`src/rtl/grf_wb_arbiter.sv`:
```
// -----------------------------------------------------------------------------
// grf_wb_arbiter
//   Shares the single GRF write port between two writeback sources.
//   Port 0 is the main pipeline WB stage and has fixed priority. Port 1 is the
//   multi-cycle MDU / long-latency unit. A starvation counter forces one grant
//   to port 1 after MAX_WAIT consecutive lost cycles. The grf_* outputs are
//   registered and drive the GRF WE/A3/WD/WPC pins directly.
//
// Parameters
//   MAX_WAIT  consecutive lost cycles on port 1 before a forced grant (1..15)
//   DW        write-data and PC width
//   AW        register address width
//
// Ports
//   clk        in   clock, all state updates on posedge
//   reset      in   synchronous, active-high reset
//   wb0_valid  in   pipeline WB write request
//   wb0_ready  out  port 0 accepted this cycle (handshake = valid & ready)
//   wb0_a3     in   port 0 destination register
//   wb0_wd     in   port 0 write data
//   wb0_pc     in   port 0 instruction PC
//   wb1_valid  in   MDU write request, held with stable fields until ready
//   wb1_ready  out  port 1 accepted this cycle
//   wb1_a3     in   port 1 destination register
//   wb1_wd     in   port 1 write data
//   wb1_pc     in   port 1 instruction PC
//   grf_we     out  registered GRF write enable
//   grf_a3     out  registered GRF write address
//   grf_wd     out  registered GRF write data
//   grf_wpc    out  registered PC for the write trace
//   grf_src    out  registered source of the current write (0 = port 0)
//   wr_count   out  count of committed writes with a3 != 0 (wraps)
// -----------------------------------------------------------------------------
module grf_wb_arbiter #(
  parameter int unsigned MAX_WAIT = 4,
  parameter int unsigned DW       = 32,
  parameter int unsigned AW       = 5
) (
  input  logic          clk,
  input  logic          reset,
  input  logic          wb0_valid,
  output logic          wb0_ready,
  input  logic [AW-1:0] wb0_a3,
  input  logic [DW-1:0] wb0_wd,
  input  logic [DW-1:0] wb0_pc,
  input  logic          wb1_valid,
  output logic          wb1_ready,
  input  logic [AW-1:0] wb1_a3,
  input  logic [DW-1:0] wb1_wd,
  input  logic [DW-1:0] wb1_pc,
  output logic          grf_we,
  output logic [AW-1:0] grf_a3,
  output logic [DW-1:0] grf_wd,
  output logic [DW-1:0] grf_wpc,
  output logic          grf_src,
  output logic [31:0]   wr_count
);

  typedef enum logic {
    ST_PRIO  = 1'b0,
    ST_FORCE = 1'b1
  } state_t;

  localparam logic [3:0] CNT_LAST = 4'(MAX_WAIT - 1);

  state_t     state;
  state_t     state_nxt;
  logic [3:0] cnt;
  logic [3:0] cnt_nxt;
  logic       hs0;
  logic       hs1;

  // ---------------------------------------------------------------------------
  // State register
  // ---------------------------------------------------------------------------
  // NOTE: sequential state uses non-blocking assignments so every register
  // samples the pre-edge values, independent of statement order.
  always_ff @(posedge clk) begin
    if (reset) begin
      state <= ST_PRIO;
      cnt   <= 4'd0;
    end else begin
      state <= state_nxt;
      cnt   <= cnt_nxt;
    end
  end

  // ---------------------------------------------------------------------------
  // Next-state logic
  // ---------------------------------------------------------------------------
  // NOTE: every variable gets a default at the top of the block so no path
  // leaves it unassigned, which would otherwise infer a latch.
  always_comb begin
    state_nxt = state;
    cnt_nxt   = cnt;
    unique case (state)
      ST_PRIO: begin
        if (wb0_valid && wb1_valid) begin
          // Port 1 lost this cycle; the last allowed loss arms the forced grant.
          if (cnt == CNT_LAST) begin
            state_nxt = ST_FORCE;
            cnt_nxt   = 4'd0;
          end else begin
            cnt_nxt = cnt + 4'd1;
          end
        end else begin
          // Either port 1 was granted or it is not requesting.
          cnt_nxt = 4'd0;
        end
      end
      ST_FORCE: begin
        // One cycle only: port 1 is granted if valid, otherwise nothing is
        // accepted and priority returns to port 0.
        state_nxt = ST_PRIO;
        cnt_nxt   = 4'd0;
      end
      default: begin
        state_nxt = ST_PRIO;
        cnt_nxt   = 4'd0;
      end
    endcase
  end

  // ---------------------------------------------------------------------------
  // Output logic: ready is a pure function of state, wb0_valid and reset, so
  // at most one handshake can occur per cycle.
  // ---------------------------------------------------------------------------
  always_comb begin
    wb0_ready = 1'b0;
    wb1_ready = 1'b0;
    if (!reset) begin
      unique case (state)
        ST_PRIO: begin
          wb0_ready = 1'b1;
          wb1_ready = ~wb0_valid;
        end
        ST_FORCE: begin
          wb0_ready = 1'b0;
          wb1_ready = 1'b1;
        end
        default: begin
          wb0_ready = 1'b0;
          wb1_ready = 1'b0;
        end
      endcase
    end
  end

  assign hs0 = wb0_valid & wb0_ready;
  assign hs1 = wb1_valid & wb1_ready;

  // ---------------------------------------------------------------------------
  // Registered GRF write port and commit counter
  // ---------------------------------------------------------------------------
  always_ff @(posedge clk) begin
    if (reset) begin
      grf_we   <= 1'b0;
      grf_a3   <= '0;
      grf_wd   <= '0;
      grf_wpc  <= '0;
      grf_src  <= 1'b0;
      wr_count <= 32'd0;
    end else if (hs0) begin
      grf_we  <= (wb0_a3 != '0);
      grf_a3  <= wb0_a3;
      grf_wd  <= wb0_wd;
      grf_wpc <= wb0_pc;
      grf_src <= 1'b0;
      if (wb0_a3 != '0) begin
        wr_count <= wr_count + 32'd1;
      end
    end else if (hs1) begin
      grf_we  <= (wb1_a3 != '0);
      grf_a3  <= wb1_a3;
      grf_wd  <= wb1_wd;
      grf_wpc <= wb1_pc;
      grf_src <= 1'b1;
      if (wb1_a3 != '0) begin
        wr_count <= wr_count + 32'd1;
      end
    end else begin
      // Idle cycle: drop the enable, keep the last address/data for tracing.
      grf_we <= 1'b0;
    end
  end

endmodule

```
`config.mk`:
```
export PLATFORM = sky130hd
export DESIGN_NAME = grf_wb_arbiter
export DESIGN_NICKNAME = d
export VERILOG_FILES = /design/src/rtl/grf_wb_arbiter.sv
export SDC_FILE = /design/constraint.sdc
export NUM_CORES = 1
export LEC_CHECK = 0
export ABC_AREA = 1
export ABC_CLOCK_PERIOD_IN_PS = 1900
export BUFFER_PORTS_ARGS = -buffer_cell sky130_fd_sc_hd__buf_4
export CAP_MARGIN = 25
export CORE_MARGIN = 2
export CORE_UTILIZATION = 48
export CTS_BUF_LIST = sky130_fd_sc_hd__clkbuf_4 sky130_fd_sc_hd__clkbuf_8
export CTS_CLUSTER_SIZE = 14
export DETAILED_ROUTE_END_ITERATION = 12
export PLACE_DENSITY_LB_ADDON = 0.12
export SETUP_SLACK_MARGIN = 0.5
export SYNTH_ARGS = -nofsm -noshare
export SYNTH_HDL_FRONTEND = slang
export SYNTH_SLANG_ARGS = --single-unit
```
`constraint.sdc`:
```
create_clock -name clk -period 1.9 [get_ports clk]
set_clock_uncertainty 0.1 [all_clocks]
set_input_delay 0 -clock clk [delete_from_list [all_inputs] [get_ports clk]]
set_output_delay 0 -clock clk [all_outputs]
set_load 0.01 [all_outputs]
```
==> results of run 1 <==
[cell families after synthesis]
| family | synth area share, % |
|---|---|
| and+or+nand+nor | 35.2 |
| buffers and inverters | 8.04 |
| DFF | 42.1 |
| adders and majority gates | 0.487 |
| AOI/OAI and AO/OA | 13.7 |
| xor gates and xnor gates | 0.512 |
[timing repair]
action | CTS
hold endpoints to repair | 75
setup buffers | 28
resized for setup | 81
pin swaps | 37
hold buffers | 142
endpoints found under the setup margin | 107
gates cloned | 9
[per-layer routing]
layer | global-route usage (%) | overflow
met5 | 27.1 | 2
met1 | 84.4 | 3
met4 | 118 | 258
met3 | 71.7 | 3
met2 | 135 | 781
[stage by stage]
stage	cell area, um^2	std cells	util [%]	hold WS, ps	worst slack [ps]
floorplan	5190	743	-	29.4	503
global placement	7150	1096	68.9	151	300
detailed placement	7150	1096	68.9	167	196
CTS	9470	1290	91.3	95.5	369
==> results.tsv, run 1 <==
metric	value	unit
status	stopped before the end	
Stopped at	global routing	
error msg	[ERROR GRT-0232] Routing congestion too high. Check the congestion heatmap in the GUI.	
Rows	37	
Synth async-reset ratio	0	%
Final Wtd Congestion	0.835	
Synth top area share	42.1	%
initial core utilization	49.5	%
Synthesis Warnings	0	
Yosys top cell by area	dfxtp_1	
Crit. endpoint post-GRT repair	grf_wpc[27]$_SDFFE_PP0P_/D	
Max Root-Sink Buffers	2	
Area contributors post-synth	dfxtp_1, nand2_1, a311oi_1	
syn nets	887	
Synth cell types	29	
#FFs+latches synth	108	
Mapped Area	5130	um^2
Total GRT Usage	99.1	%
DIE HEIGHT	107	um
largest net degree at the start of global routing	49	
hpwl dp	12400	um
worst ep type	sequential cell input	
IO Port Bufs	246	
CTS Buf Count	9	
H-tree depth	3	
most common cell in the netlist	nand2_1	
DIE WIDTH	107	um
Post-synth EDFFs	0	
clock sink count	108	
gr ovfl total	1047	
register area share after synthesis	42.1	%
Gate Count Post-Synth	743	
number of I/O pins	247	
Synth Area per Inst	6.91	um^2
Post-synth top flop	dfxtp_1	
commonest cells in the netlist	nand2_1, nor2_1, dfxtp_1	
Root Driver	clkbuf_8	
==> run 2, diff against run 1 <==
--- a/config.mk
+++ b/config.mk
@@ -10,12 +10,9 @@
 export BUFFER_PORTS_ARGS = -buffer_cell sky130_fd_sc_hd__buf_4
 export CAP_MARGIN = 25
 export CORE_MARGIN = 2
-export CORE_UTILIZATION = 48
-export CTS_BUF_LIST = sky130_fd_sc_hd__clkbuf_4 sky130_fd_sc_hd__clkbuf_8
-export CTS_CLUSTER_SIZE = 14
+export CORE_UTILIZATION = 35
 export DETAILED_ROUTE_END_ITERATION = 12
-export PLACE_DENSITY_LB_ADDON = 0.12
-export SETUP_SLACK_MARGIN = 0.5
+export PLACE_DENSITY_LB_ADDON = 0.15
 export SYNTH_ARGS = -nofsm -noshare
 export SYNTH_HDL_FRONTEND = slang
 export SYNTH_SLANG_ARGS = --single-unit
==> run 2 against run 1 <==
  * The flow now finishes without violations
  * Synthesized area stayed put
  * Synthesized cell count stayed put
==> results.tsv, run 2 <==
metric	value	unit	change
status	complete, no violations		
IO Port Bufs	246		unchanged
CP cell instances	ha_1 -> inv_1 -> nor2_2 -> nand3_1 -> nor2_2 -> nand4_1 -> nand2_1 -> nor2_1		
total power	5.64	mW	
endpoint class of the critical path	register		
Root Driver	clkbuf_16		
CP endpoint	wr_count[16]$_SDFFE_PP0P_		
Antenna Violating Nets Remaining	0		
number of I/O pins	247		unchanged
Synth Area per Inst	6.91	um^2	unchanged
min cycle time layout	1740	ps	
Place WS	187	ps	-8.87 ps
cell family with the largest share of critical-path delay	simple AND/OR/NAND/NOR gates		
clock sink count	108		unchanged
Synth top area share	42.1	%	unchanged
peak supply drop	0.558	mV	
share of layout cells above drive strength 1	26.0	%	
Detailed Routing Iterations Pass 1	5		
most common cell in the netlist	nand2_1		
min-delay src	wb0_valid		
register area share after synthesis	42.1	%	unchanged
reg2reg start	wr_count[0]$_SDFFE_PP0P_		
Yosys top cell by area	dfxtp_1		
Setup Crit Path Kind	reg -> reg		
H-tree depth	3		unchanged
commonest non-fill, non-tap cell in the layout	buf_4		
clock-pin slew on the worst setup and hold paths	70	ps	
CP max FO	5		
Max Root-Sink Buffers	2		unchanged
FILL cells	1251		
wire length per cell	14.5	um	
largest net degree at the start of global routing	91		
final setup vio count	0		
Area contributors post-synth	dfxtp_1, nand2_1, a311oi_1		
die area	15700	um^2	
setup ws final	160	ps	
initial antenna violation count	1		
Worst path max stage delay	390	ps	
max-slew violation count	0		
commonest cells in the netlist	nand2_1, nor2_1, dfxtp_1		
worst skew pair latency	350	ps	
hold_ws	79.2	ps	
max-cap viol count	0		
Worst path depth	8		
Post-synth top flop	dfxtp_1		
CTS Buf Count	9		unchanged
most frequent cells in the layout	buf_4, nand2_1, nor2_1		
Synth cell types	29		unchanged
Final Wtd Congestion	0.818		-2.0%
Worst Hold Class	in -> reg		
Reg-to-Reg End	wr_count[16]$_SDFFE_PP0P_		
Synthesis Warnings	0		unchanged
drt drc	0		
leakage	4.01	nW	
Rows	44		+19%
Total GRT Usage	23.7	%	
Final Cycle Share	91.6	%	
most used cell along the critical path	nor2_2		
total length of routed wires	18900	um	
Required @ worst endpoint	2060	ps	
Gate Count Post-Synth	743		unchanged
final design area excluding fillers	8920	um^2	
PD cells	632	nW/um^2	
vias in the first global route	6134		
syn nets	887		unchanged
area occupied by multi-input gates	2580	um^2	
initial core utilization	35.6	%	-14 points
via count	6344		
hpwl dp	12000	um	-3.3%
Synth-to-Final Area Change	73.8	%	
top flop regs	grf_wd x32, grf_wpc x32, wr_count x32		
Worst R2R Path Depth	8		
Synth async-reset ratio	0	%	unchanged
first-pass GRT wire length	30300	um	
relative slew slack	45.5	%	
Post-synth EDFFs	0		unchanged
post-place instance area	7160	um^2	+0.16%
core area	14400	um^2	
CP Launch Type	register		
initial DRC count	396		
DIE WIDTH	125	um	+16%
reg2reg setup slack	160	ps	
critical path arrival	1900	ps	
Mapped Area	5130	um^2	unchanged
FF+latch area	2160	um^2	
RSZ-0062 raised after global routing	true		
CP bufs+invs	1		
slowest stage cell on the critical path	dfxtp_1		
Worst Setup SP	wr_count[0]$_SDFFE_PP0P_		
gr ovfl total	0		
DIE HEIGHT	125	um	+16%
f_max	0.575	GHz	
measured slew at the worst slew-check pin	817	ps	
CTS tree	yes		
#FFs+latches synth	108		unchanged
endpoints failing hold	0		
DR vias/cell	4.87		
final net count	1256		
==> run 2: cell counts after synthesis <==
No cell type changed its count.
==> run 2: where the power goes <==
part,switching (mW),internal [mW]
Combinational,0.534,0.688
Clock,0.868,1.09
Sequential,0.0722,2.39
Total,1.47,4.16
==> run 2: cell families after synthesis <==
kind of cell,count (synthesis),synth area share [%]
XOR/XNOR,3,0.512
buffers and inverters,92,8.04
AND/OR/NAND/NOR,451,35.2
adder cells (fa/ha/maj),2,0.487
flip-flops,108,42.1
AO/OA/AOI/OAI,87,13.7
==> run 2: area by class of cell <==
class | instances | share of cell area [%]
inverters | 47 | 2.01
well taps | 184 | 2.58
clock buffers | 11 | 2.83
flip-flops and latches | 108 | 24.2
clock inverters | 5 | 0.561
repair buffers | 403 | 38.9
diodes | 1 | 0.0280
multi-input cells | 543 | 28.9
==> run 2: worst min-delay path by stage <==
stage / to / slack (ps) / cells after the start
floorplan: grf_src$_SDFFE_PP0P_ / 30 / 2
global placement: grf_wpc[12]$_SDFFE_PP0P_ / 180 / 3
detailed placement: grf_src$_SDFFE_PP0P_ / 180 / 3
CTS: state$_SDFF_PP0_ / 70 / 3
global route: state$_SDFF_PP0_ / 100 / 3
finish: state$_SDFF_PP0_ / 80 / 3
==> run 2: repair_timing <==
item                                    CTS  global route
gates resized for setup                   0             2
hold buffers                            141             0
hold endpoints to repair                 79             0
buffers inserted                          0             4
endpoints found under the setup margin    0            10
==> run 2: metal layers <==
| metal | vias to the layer above | GRT usage [%] | part of all wire [%] |
|---|---|---|---|
| li1 | 3187 | - | - |
| met1 | 2873 | 26.6 | 40 |
| met2 | 231 | 41.4 | 50 |
| met3 | 53 | 6.85 | 6.3 |
| met4 | 0 | 10.9 | 3.7 |
| met5 | - | 0 | 0 |
==> run 2: worst min-delay path, stage by stage <==
cell and delay [ps]:
buf_4 120, nand2_2 270, nor3_1 100
==> run 2: per-stage QoR <==
step	util [%]	TNS, ps	instances
finish	61.9	0	1302
global route	61.9	-31.2	1302
CTS	61.5	0	1297
detailed placement	49.6	0	1140
global placement	49.6	0	1140
floorplan	-	0	743
No activity file was read; power rests on OpenSTA's default activity.
==> run 3, diff against run 2 <==
--- a/config.mk
+++ b/config.mk
@@ -5,7 +5,6 @@
 export SDC_FILE = /design/constraint.sdc
 export NUM_CORES = 1
 export LEC_CHECK = 0
-export ABC_AREA = 1
 export ABC_CLOCK_PERIOD_IN_PS = 1900
 export BUFFER_PORTS_ARGS = -buffer_cell sky130_fd_sc_hd__buf_4
 export CAP_MARGIN = 25
==> run 3 against run 2 <==
  * The run now ends with setup timing left
  * Synthesized cell count fell by 29%
  * Global-route usage barely moved
  * Register-to-register slack got worse by 290 ps
  * Clock power down 6%
  * Final area up 2.9%
  * Non-clock buffer count grew 38
  * Sequential cell count did not move
  * Core utilization up 5.1 points
  * Hold slack got worse by 61 ps
  * Maximum frequency down 14%
  * Wire length decreased by 4.7%
  * Die area fell by 5.3%
  * Largest power group unchanged
  * Highest routed layer unchanged
==> results.tsv, run 3 <==
metric	value	unit	change
largest family of logic cells by synthesized area	compound AO/OA/AOI/OAI gates		
Post-synth top flop	dfxtp_1		
core area	13700	um^2	-4.9%
compound-cell area share of the yosys netlist	18.1	%	+4.4 points
Root Driver	clkbuf_16		
Gate Count Post-Synth	528		-29%
commonest cells in the netlist	dfxtp_1, nor2_1, mux2i_1		
drt drc	0		unchanged
most common cell in the netlist	dfxtp_1		
Mapped Area	4850	um^2	-5.5%
clock sink count	108		unchanged
vias in the first global route	5776		-5.8%
grt met3 use	5.99	%	-0.85 points
post-synthesis adder-cell area fraction	0.516	%	+0.028 points
Synth top area share	44.6	%	+2.5 points
Required @ worst endpoint	2080	ps	+20 ps
Synth cell types	36		+24%
Synth-to-Final Area Change	89.3	%	
Post-synth EDFFs	0		unchanged
CTS tree	yes		
failing checks	setup timing		
leakage	4.24	nW	+5.8%
CP max FO	8		+3
via count	5735		-9.6%
most used cell along the critical path	or4_4		
max-slew violation count	0		unchanged
largest net degree at the start of global routing	86		-5.5%
relative slew slack	43.2	%	-2.3 points
Rows	43		-2.3%
share of layout cells above drive strength 1	39.3	%	+13 points
FILL cells	1008		-19%
hpwl dp	11000	um	-7.9%
max-cap viol count	0		unchanged
Worst R2R Path Depth	5		-3
clock-pin slew on the worst setup and hold paths	70	ps	about the same
Final Wtd Congestion	0.793		-3.2%
Fin Setup TNS	-659	ps	-659 ps
final core utilization	66.9	%	+5.1 points
register area share after synthesis	44.6	%	+2.5 points
CP cell instances	and4_4 -> nand4_4 -> or4_4 -> or4_4 -> a21oi_2		
commonest non-fill, non-tap cell in the layout	buf_4		
slowest stage cell on the critical path	or4_4		
area occupied by multi-input gates	2690	um^2	+4.2%
#FFs+latches synth	108		unchanged
FF+latch area	2200	um^2	+1.8%
Antenna Violating Nets Remaining	0		unchanged
Worst path max stage delay	560	ps	+170 ps
min cycle time layout	2030	ps	+289 ps
peak supply drop	0.408	mV	-27%
critical path arrival	2210	ps	+310 ps
DR vias/cell	5.12		+5.0%
Total GRT Usage	23.6	%	-0.047 points
total power	5.47	mW	-3.0%
initial DRC count	234		-41%
RSZ-0062 raised after global routing	true		
endpoints failing hold	0		unchanged
final setup vio count	15		+15
number of I/O pins	247		unchanged
IO Port Bufs	246		unchanged
Yosys top cell by area	dfxtp_1		
syn nets	672		-24%
Area contributors post-synth	dfxtp_1, mux2i_1, a211oi_1		
Synth async-reset ratio	0	%	unchanged
PD cells	595	nW/um^2	-5.8%
f_max	0.493	GHz	-14%
status	finished with violations		
CTS Buf Count	9		unchanged
DIE HEIGHT	122	um	-2.7%
worst hold stages	4		+1
most frequent cells in the layout	buf_4, dlygate4sd3_1, dfxtp_1		
H-tree depth	3		unchanged
Synth Area per Inst	9.19	um^2	+33%
Setup Crit Path Kind	reg -> reg		
wire length per cell	16.1	um	+11%
initial core utilization	35.4	%	-0.23 points
setup ws final	-128	ps	-289 ps
final net count	1079		-14%
top flop regs	grf_wd x32, grf_wpc x32, wr_count x32		
initial antenna violation count	0		-1
worst skew pair latency	350	ps	about the same
GRT met1 Usage	26.4	%	-0.19 points
busiest grt layer	met2		
gr ovfl total	0		unchanged
first-pass GRT wire length	28000	um	-7.7%
met2 usage	42.2	%	+0.82 points
Synthesis Warnings	0		unchanged
measured slew at the worst slew-check pin	852	ps	+34.5 ps
Final Cycle Share	107	%	+15 points
CP Launch Type	register		
simple-gate portion of the synthesized area	16.9	%	-18 points
Max Root-Sink Buffers	2		unchanged
Synth Area in XOR/XNOR	0.361	%	-0.15 points
total length of routed wires	18000	um	-4.7%
DIE WIDTH	122	um	-2.7%
Detailed Routing Iterations Pass 1	4		-1
die area	14800	um^2	-5.3%
post-synthesis mux area share	15.3	%	+15 points
Worst Hold Class	in -> reg		
endpoint class of the critical path	register		
run 3: cell count changes after synthesis, sizes merged, moves of 23 or more:
cell / before / now
mux2i: 0 / 72
inv: 46 / 8
a311oi: 69 / 0
nand2: 241 / 15
nor2: 158 / 80
or4: 0 / 23
a211oi: 0 / 69
run 3: cells by family (layout without fill, tap and decap cells):
logic type / Yosys count / after routing
simple gates: 162 / 162
xor+xnor: 2 / 2
flops: 108 / 108
compound gates: 127 / 127
mux: 74 / 74
fa+ha+maj: 2 / 2
other cells: 0 / 2
buf+inv: 53 / 464
run 3: power by group:
| part | leakage (nW) | switching, mW | internal (mW) |
|---|---|---|---|
| clock | 0.136 | 0.877 | 0.964 |
| sequential | 0.896 | 0.0730 | 2.38 |
| combinational | 3.21 | 0.475 | 0.703 |
| total | 4.24 | 1.42 | 4.04 |
run 3: final cells by class:
type,count,share of cell area (%)
inverter,8,0.327
sequential,108,24.0
antenna,2,0.0545
clock inverter,5,0.381
timing repair buffer,441,40.8
clock buffer,10,2.72
multi-input combinational,367,29.3
tap,180,2.45
run 3: layer usage:
| layer | vias up | routed length (um) | share of wire (%) |
|---|---|---|---|
| met5 | - | 0 | 0 |
| li1 | 2783 | - | - |
| met1 | 2707 | 7100 | 39 |
| met2 | 197 | 9270 | 52 |
| met4 | 0 | 549 | 3.1 |
| met3 | 48 | 1080 | 6.0 |
run 3: stage by stage:
| stage | instance area (um^2) | cells | setup slack, ps | hold WS (ps) |
|---|---|---|---|---|
| 6_report | 9180 | 1121 | -128 | 18.5 |
| 5_1_grt | 9180 | 1119 | -149 | 35.0 |
| 4_1_cts | 9110 | 1119 | -85.7 | 8.09 |
| 3_5_place_dp | 7260 | 955 | -219 | 159 |
| 3_3_place_gp | 7260 | 955 | -173 | 140 |
| 2_1_floorplan | 4940 | 528 | -127 | -6.60 |
run 3: what timing repair did:
action,CTS,global route
gates cloned,1,0
setup buffers,8,1
resized for setup,19,18
hold buffers,140,0
pin swaps,21,8
hold endpoints to repair,75,0
setup endpoints to repair,29,21
run 3: final timing paths:
check	start	end	slack, ps
hold / removal	wb1_a3[2]	grf_a3[2]$_SDFFE_PP0P_	20
setup reg to reg	wr_count[16]$_SDFFE_PP0P_	wr_count[25]$_SDFFE_PP0P_	-130
hold reg to reg	cnt[0]$_SDFF_PP0_	cnt[0]$_SDFF_PP0_	370
setup / recovery	wr_count[16]$_SDFFE_PP0P_	wr_count[25]$_SDFFE_PP0P_	-130
run 3: worst max-delay path, delay by kind of cell, from the launching register on:
kind	cells	cell delay, ps
DFF	1	330
and+or+nand+nor	4	1370
AOI/OAI and AO/OA	1	150
==> run 4, diff against run 3 <==
--- a/config.mk
+++ b/config.mk
@@ -12,6 +12,7 @@
 export CORE_UTILIZATION = 35
 export DETAILED_ROUTE_END_ITERATION = 12
 export PLACE_DENSITY_LB_ADDON = 0.15
+export SKIP_CTS_REPAIR_TIMING = 1
 export SYNTH_ARGS = -nofsm -noshare
 export SYNTH_HDL_FRONTEND = slang
 export SYNTH_SLANG_ARGS = --single-unit
==> run 4 against run 3 <==
  * The run still ends with setup timing left
  * Clock power about the same
  * Via count decreased by 1.1%
  * Final area fell by 1.1%
  * Total power up 0.27%
  * Cell count shrank 0.62%
  * Global-route usage down 4.1 points
  * Critical path type unchanged
  * Critical endpoint unchanged
  * Highest routed layer unchanged
==> results.tsv, run 4 (synthesis gave the netlist of run 3 again) <==
metric	value	unit	change
status	finished with violations		
failing checks	setup timing		
top flop regs	grf_wd x32, grf_wpc x32, wr_count x32		
hpwl dp	11000	um	unchanged
Fin Setup TNS	-716	ps	-57.1 ps
CTS tree	yes		
commonest non-fill, non-tap cell in the layout	buf_4		
Detailed Routing Iterations Pass 1	4		unchanged
Root Driver	clkbuf_16		
RSZ-0062 raised after global routing	true		
peak supply drop	0.379	mV	-7.0%
largest net degree at the start of global routing	86		unchanged
setup ws final	-150	ps	-21.4 ps
Required @ worst endpoint	2080	ps	about the same
Total GRT Usage	19.5	%	-4.1 points
measured slew at the worst slew-check pin	873	ps	+21.6 ps
min cycle time layout	2050	ps	+21.4 ps
CP Launch Type	register		
FILL cells	1004		-0.40%
most frequent cells in the layout	buf_4, dlygate4sd3_1, dfxtp_1		
H-tree depth	3		unchanged
relative slew slack	41.8	%	-1.4 points
DIE WIDTH	122	um	unchanged
endpoints failing hold	0		unchanged
wire length per cell	16.1	um	+0.27%
DR vias/cell	5.09		-0.51%
final design area excluding fillers	9080	um^2	-1.1%
core area	13700	um^2	unchanged
CP max FO	9		+1
PD cells	604	nW/um^2	+1.4%
Max Root-Sink Buffers	2		unchanged
Worst Hold Class	in -> reg		
f_max	0.488	GHz	-1.0%
Final Wtd Congestion	0.793		unchanged
first-pass GRT wire length	23100	um	-17%
max-slew violation count	0		unchanged
clock sink count	108		unchanged
CTS Buf Count	9		unchanged
initial DRC count	254		+8.5%
via count	5670		-1.1%
vias in the first global route	4684		-19%
Rows	43		unchanged
Final Cycle Share	108	%	+1.1 points
post-place instance area	7260	um^2	unchanged
initial antenna violation count	0		unchanged
worst skew pair latency	350	ps	about the same
number of I/O pins	247		unchanged
leakage	4.20	nW	-0.88%
max-cap viol count	0		unchanged
share of layout cells above drive strength 1	38.3	%	-1.0 points
gr ovfl total	0		unchanged
DIE HEIGHT	122	um	unchanged
endpoint class of the critical path	register		
drt drc	0		unchanged
IO Port Bufs	246		unchanged
final core utilization	66.2	%	-0.76 points
final setup vio count	15		unchanged
hold_ws	18.8	ps	+0.275 ps
final net count	1073		-0.56%
critical path arrival	2230	ps	+20 ps
Antenna Violating Nets Remaining	0		unchanged
Setup Crit Path Kind	reg -> reg		
Synth-to-Final Area Change	87.1	%	
initial core utilization	35.4	%	unchanged
clock-pin slew on the worst setup and hold paths	70	ps	about the same
total length of routed wires	17900	um	-0.36%
Place WS	-219	ps	unchanged
die area	14800	um^2	unchanged
==> run 4: final cells by class <==
cell class,instances,area [um^2],share of cell area [%]
clock buffers,10,250,2.76
repair buffers,435,3710,40.9
multi-input cells,367,2620,28.9
diodes,1,2.50,0.0276
well taps,180,225,2.48
inverters,8,30.0,0.331
flip-flops and latches,108,2200,24.2
clock inverters,5,35.0,0.386
==> run 4: where the power goes <==
| group | switching [mW] | internal [mW] |
|---|---|---|
| clock | 0.889 | 0.964 |
| combinational | 0.472 | 0.707 |
| sequential | 0.0734 | 2.37 |
==> run 4: worst max-delay path: stages (launching register included) <==
cell	delay, ps
dfxtp_4	340
and4_4	240
nand4_4	110
or4_4	550
or4_1	460
a21oi_2	160
==> run 4: final timing paths <==
kind                             start                        end  slack [ps]  cells after the start
max          wr_count[13]$_SDFFE_PP0P_  wr_count[25]$_SDFFE_PP0P_        -150                      5
min                          wb1_a3[2]     grf_a3[2]$_SDFFE_PP0P_          20                      4
max reg2reg  wr_count[13]$_SDFFE_PP0P_  wr_count[25]$_SDFFE_PP0P_        -150                      5
min reg2reg          cnt[0]$_SDFF_PP0_          cnt[0]$_SDFF_PP0_         370                      1
==> run 4: through the flow <==
step / total power, mW / std cells
after floorplan: 2.87 / 528
after global placement: 3.38 / 955
after detailed placement: 3.40 / 955
after CTS: 5.24 / 970
after global routing: 5.70 / 1113
final: 5.48 / 1114
==> run 4: layer usage <==
layer	part of all wire, %	vias up	GRT usage (%)
met1	40	2678	23.5
met3	5.8	28	5.10
li1	-	2765	-
met4	2.1	0	7.61
met2	52	199	33.3
met5	0	-	0
